==> src/rtl/count_monitor_if.sv <==
// Observer-side bundle for count_monitor: sampled counter inputs
// plus the lock, event and error outputs.
interface count_monitor_if #(
   parameter int WIDTH   = 4,
   parameter int EPOCH_W = 8
);
   logic [WIDTH-1:0]   count;
   logic [WIDTH-1:0]   match_val;
   logic               clear;
   logic               locked;
   logic               wrap_pulse;
   logic               match_pulse;
   logic [EPOCH_W-1:0] epoch;
   logic [7:0]         err_count;
   logic               err_flag;

   modport master (
      output count, match_val, clear,
      input  locked, wrap_pulse, match_pulse,
      input  epoch, err_count, err_flag
   );

   modport slave (
      input  count, match_val, clear,
      output locked, wrap_pulse, match_pulse,
      output epoch, err_count, err_flag
   );
endinterface

==> src/rtl/count_monitor.sv <==
// Sequence checker for a free-running counter: locks on consecutive
// +1 steps, strobes wrap/match while locked, tallies discontinuities.
module count_monitor #(
   parameter int WIDTH    = 4,
   parameter int EPOCH_W  = 8,
   parameter int SYNC_LEN = 2
) (
   input logic           clk,
   input logic           reset,
   count_monitor_if.slave bus
);
   localparam int RUN_W = $clog2(SYNC_LEN + 1);

   typedef enum logic {UNLOCKED, LOCKED} state_t;

   state_t             state;
   logic [WIDTH-1:0]   prev;
   logic [WIDTH-1:0]   prev_inc;
   logic               prev_valid;
   logic [RUN_W-1:0]   run;
   logic               wrap_q;
   logic               match_q;
   logic [EPOCH_W-1:0] epoch_q;
   logic [7:0]         err_q;
   logic               flag_q;

   logic good;
   logic hold;
   logic live;
   logic wrap_ev;
   logic match_ev;
   logic jump_ev;

   assign prev_inc = prev + 1'b1;
   assign good     = bus.count == prev_inc;
   assign hold     = bus.count == prev;
   assign live     = prev_valid && state == LOCKED;
   assign wrap_ev  = live && good && bus.count == '0;
   assign match_ev = live && good && bus.count == bus.match_val;
   assign jump_ev  = live && !good && !hold;

   always_ff @(posedge clk or negedge reset) begin
      if (!reset) begin
         state      <= UNLOCKED;
         prev       <= '0;
         prev_valid <= 1'b0;
         run        <= '0;
         wrap_q     <= 1'b0;
         match_q    <= 1'b0;
         epoch_q    <= '0;
         err_q      <= '0;
         flag_q     <= 1'b0;
      end else begin
         prev       <= bus.count;
         prev_valid <= 1'b1;
         wrap_q     <= wrap_ev;
         match_q    <= match_ev;
         // the very first sample after reset is a capture only
         if (prev_valid) begin
            unique case (state)
               UNLOCKED: begin
                  if (!good) begin
                     run <= '0;
                  end else if (run == RUN_W'(SYNC_LEN - 1)) begin
                     run   <= RUN_W'(SYNC_LEN);
                     state <= LOCKED;
                  end else begin
                     run <= run + 1'b1;
                  end
               end
               LOCKED: begin
                  if (!good) begin
                     run   <= '0;
                     state <= UNLOCKED;
                  end
               end
               default: state <= UNLOCKED;
            endcase
         end
         if (bus.clear) begin
            epoch_q <= '0;
            err_q   <= '0;
            flag_q  <= 1'b0;
         end else begin
            if (wrap_ev)
               epoch_q <= epoch_q + 1'b1;
            if (jump_ev) begin
               flag_q <= 1'b1;
               if (err_q != 8'hFF)
                  err_q <= err_q + 8'd1;
            end
         end
      end
   end

   assign bus.locked      = state == LOCKED;
   assign bus.wrap_pulse  = wrap_q;
   assign bus.match_pulse = match_q;
   assign bus.epoch       = epoch_q;
   assign bus.err_count   = err_q;
   assign bus.err_flag    = flag_q;
endmodule

==> src/flat_wrapper.sv <==
// flat-port wrapper written by rule: the top's interface ports become plain ports
module count_monitor_flat 
#(
   parameter int WIDTH    = 4,
   parameter int EPOCH_W  = 8,
   parameter int SYNC_LEN = 2
)
  (clk, reset, bus_count, bus_match_val, bus_clear, bus_locked, bus_wrap_pulse, bus_match_pulse, bus_epoch, bus_err_count, bus_err_flag);
  count_monitor_if #(.WIDTH(WIDTH), .EPOCH_W(EPOCH_W)) bus_i ();
  input logic clk;
  input logic reset;
  input wire logic [$bits(bus_i.count)-1:0] bus_count;
  input wire logic [$bits(bus_i.match_val)-1:0] bus_match_val;
  input wire logic [$bits(bus_i.clear)-1:0] bus_clear;
  output wire logic [$bits(bus_i.locked)-1:0] bus_locked;
  output wire logic [$bits(bus_i.wrap_pulse)-1:0] bus_wrap_pulse;
  output wire logic [$bits(bus_i.match_pulse)-1:0] bus_match_pulse;
  output wire logic [$bits(bus_i.epoch)-1:0] bus_epoch;
  output wire logic [$bits(bus_i.err_count)-1:0] bus_err_count;
  output wire logic [$bits(bus_i.err_flag)-1:0] bus_err_flag;
  assign bus_i.count = bus_count;
  assign bus_i.match_val = bus_match_val;
  assign bus_i.clear = bus_clear;
  assign bus_locked = bus_i.locked;
  assign bus_wrap_pulse = bus_i.wrap_pulse;
  assign bus_match_pulse = bus_i.match_pulse;
  assign bus_epoch = bus_i.epoch;
  assign bus_err_count = bus_i.err_count;
  assign bus_err_flag = bus_i.err_flag;
  count_monitor #(.WIDTH(WIDTH), .EPOCH_W(EPOCH_W), .SYNC_LEN(SYNC_LEN)) u_core (.clk(clk), .reset(reset), .bus(bus_i));
endmodule
==> config.mk <==
export PLATFORM = sky130hd
export DESIGN_NAME = count_monitor_flat
export DESIGN_NICKNAME = d
export VERILOG_FILES = /design/src/rtl/count_monitor_if.sv /design/src/rtl/count_monitor.sv /design/src/flat_wrapper.sv
export SDC_FILE = /design/constraint.sdc
export NUM_CORES = 1
export LEC_CHECK = 0
export ABC_AREA = 1
export BUFFER_PORTS_ARGS = -buffer_cell sky130_fd_sc_hd__buf_2
export CORE_MARGIN = 4
export CORE_UTILIZATION = 55
export DETAILED_ROUTE_END_ITERATION = 10
export GPL_ROUTABILITY_DRIVEN = 0
export HOLD_SLACK_MARGIN = 0.05
export PLACE_DENSITY = 0.79
export SETUP_SLACK_MARGIN = 0.1
export SYNTH_ARGS = -nofsm -noshare
export SYNTH_HDL_FRONTEND = slang
export SYNTH_SLANG_ARGS = --single-unit
export TNS_END_PERCENT = 1
==> constraint.sdc <==
create_clock -name clk -period 2.55 [get_ports clk]
set_clock_uncertainty 0.2 [all_clocks]
set_input_delay 0.51 -clock clk [delete_from_list [all_inputs] [get_ports clk]]
set_output_delay 0.51 -clock clk [all_outputs]
set_load 0.02 [all_outputs]
==> impl_metrics.toml <==
[worst_setup_path]
start_kind = "flop"
cp_slowest_stage_delay_ns = 0.45
worstSetupPathType = "flop to flop"
crit_fanout = 10
worstPathCellList = "ha_1 > xnor2_2 > nand2_2 > nor2_8 > nand4_4 > nand2_4 > nand2_1 > nand2_1"
required_ns = 2.62
crit_top_cell = "nand2_1"
end_kind = "flop"
critical_path.slowest_cell = "dfrtp_1"
worstPathArrival_ns = 2.01
rr_worst_depth = 8

[placed_design]
port-buffer-count = 30
dp_slack_ns = 0.6242
hpwl_um = 2399

[clock_network]
cts-root-buf = "clkbuf_4"
post_cts_resized = 0
insertion_delay_ns = 0.32
cts_buffers = 3
cts_sinks = 27
cts_buffer_depth = 2
clk_pin_slew_ns = 0.14
htree_num_levels = 1
cts_tree = "built"

[die]
dieArea_mm2 = 0.003988
boundaryPins = 31
rows = 19
start_util_pct = 59.13
die_y_um = 63.15
die_w_um = 63.15
core-area_mm2 = 0.002829

[min_path]
hold_path_depth = 1
hold_class = "primary input to flop"

[yosys]
yosysSeqAreaShare_pct = 40.39
synth_area_mm2 = 0.001673
ys_types = 26
syn_inst = 213
synth_top_area_cell = "dfrtp_1"
yosys.area.top_type_share_pct = 40.39
yosys_warnings = 0
synth_fp_nets = 228
syn_avg_cell_area_um2 = 7.854
synth_top_cells_by_area = "dfrtp_1, nand2_1, nand3_1, nor2_1, inv_1"
synth_seq_cells = 27

[global_routing]
grt_pass1_wl_um = 5671
track_usage_pct = 17.34
grt_max_degree = 28
grt_pass1_vias = 1297
gr-total-overflow = 0
antenna_found_initial = 0

[timing]
setup_tns_ns = 0
hold_viol = 0
timing.fmax_mhz = 516.4
fin_crit_sh_pct = 75.94
rsz0062_at_grt = "no"
worst_pin_slew_ns = 0.6059
fin_ws_ns = 0.6137
relSlewSlack_pct = 59.61
final_max_slew_viol_count = 0
fin_crit_ns = 1.936
setup_viol = 0

[detailed_routing]
drc = 0
num_vias = 1436
avgRoutedWirePerCell_um = 11.69
drtAntennaViolNets = 0
wirelength_um = 3226
viasPerCell = 5.203
drt-pass1-iter-count = 4
initialDrtViolationCount = 54

[outcome]
status = "complete, no violations"

[flow_run]
maxCapViolations = 0

[final_layout]
layout_commonest_cell = "nand2_1"
final_cell_mix = "nand2_1, nand3_1, buf_2"
area_delta_synth_final_pct = 12.64
layout.nets = 261
drive_gt1_share_pct = 22.45
n_antenna_cell = 0

[pwr]
power_leakage_nw = 1.051
powerDensity_mw_per_mm2 = 429.9
vdd_drop_max_v = 0.0002848
[cell usage after synthesis]
cell and count:
xor2_1 6, xnor2_1 6, dfrtp_1 27, nand3_4 1, nor3_2 2, nand2_2 3
o21ai_2 1, xnor2_2 1, inv_2 3, buf_2 2, nor2_1 22, nand2_4 5
nand2_1 61, ha_1 4, nand3_2 2, nor3_1 4, nand4_1 3, conb_1 1
nor2_8 1, inv_1 19, nand4_4 1, nand3_1 32, nor2_4 1, nor2_2 1
clkbuf_1 1, a21oi_1 3
[power by group]
| part | leakage (nW) | switching (W) | internal, W |
|---|---|---|---|
| sequential | 0.361 | 0.0000215 | 0.000446 |
| clock | 0.0150 | 0.000123 | 0.0000613 |
| combinational | 0.676 | 0.000102 | 0.0000566 |
[registers in the layout, indices dropped and copies added, names as in the netlist]
register and count:
u_core.prev_valid 1, u_core.run 2, u_core.bus.locked 1, u_core.bus.err_flag 1, u_core.bus.match_pulse 1, u_core.bus.wrap_pulse 1, u_core.prev 4, u_core.bus.epoch 8
u_core.bus.err_count 8
[worst max-delay path: cells and delay by family (launching register included)]
family,cells,cell delay (ns)
simple gates,6,0.72
xor+xnor,1,0.17
fa+ha+maj,1,0.35
flops,1,0.45
[stage by stage]
step / cell area, um^2 / hold WS, ns / std cells / utilization, % / total power (W)
floorplan: 1673 / 0.01441 / 213 / - / 0.0005829
global placement: 1848 / 0.2664 / 271 / 65.33 / 0.0006303
detailed placement: 1848 / 0.2670 / 271 / 65.33 / 0.0006349
CTS: 1884 / 0.1369 / 276 / 66.61 / 0.0008199
global route: 1884 / 0.1296 / 276 / 66.61 / 0.0008578
finish: 1884 / 0.1467 / 276 / 66.61 / 0.0008101
[logic make-up after synthesis]
kind of cell | count (synthesis) | share of synthesized area [%]
xor+xnor | 13 | 7.255
flops | 27 | 40.39
buf+inv | 25 | 5.759
compound gates | 4 | 1.421
other cells | 1 | 0.2242
fa+ha+maj | 4 | 2.992
simple gates | 139 | 41.96
[path summary, 6_finish.rpt]
path	slack [ns]	start	end
min reg2reg	0.31	u_core.run[1]	u_core.run[1]
min in group asynchronous	0.51	reset	u_core.bus.epoch[4]
max in group asynchronous	1.25	reset	u_core.bus.err_count[7]
max reg2reg	0.61	u_core.prev[0]	u_core.bus.epoch[6]
max	0.61	u_core.prev[0]	u_core.bus.epoch[6]
min	0.15	bus_count[2]	u_core.prev[2]
[routing by layer]
| metal | up-vias | share of wire, % | track usage [%] |
|---|---|---|---|
| met2 | 35 | 48 | 28.99 |
| met4 | 0 | 1.2 | 4.959 |
| met3 | 5 | 5.4 | 3.020 |
| met5 | - | 0 | 0 |
| met1 | 651 | 46 | 22.94 |
| li1 | 745 | - | - |
[final cells by class]
class	instances	area (um^2)
repair buffers	31	160.2
multi-input cells	161	900.9
clock buffers	4	26.28
flip-flops and latches	27	675.6
well taps	31	38.79
inverters	22	82.58
fillers	257	944.7
[repair_timing]
action | 4_1_cts | 5_1_grt
endpoints found under the hold margin | 27 | 0
setup buffers | 0 | 0
hold buffers | 1 | 0
Note: power is estimated with default switching activity, not from simulation.
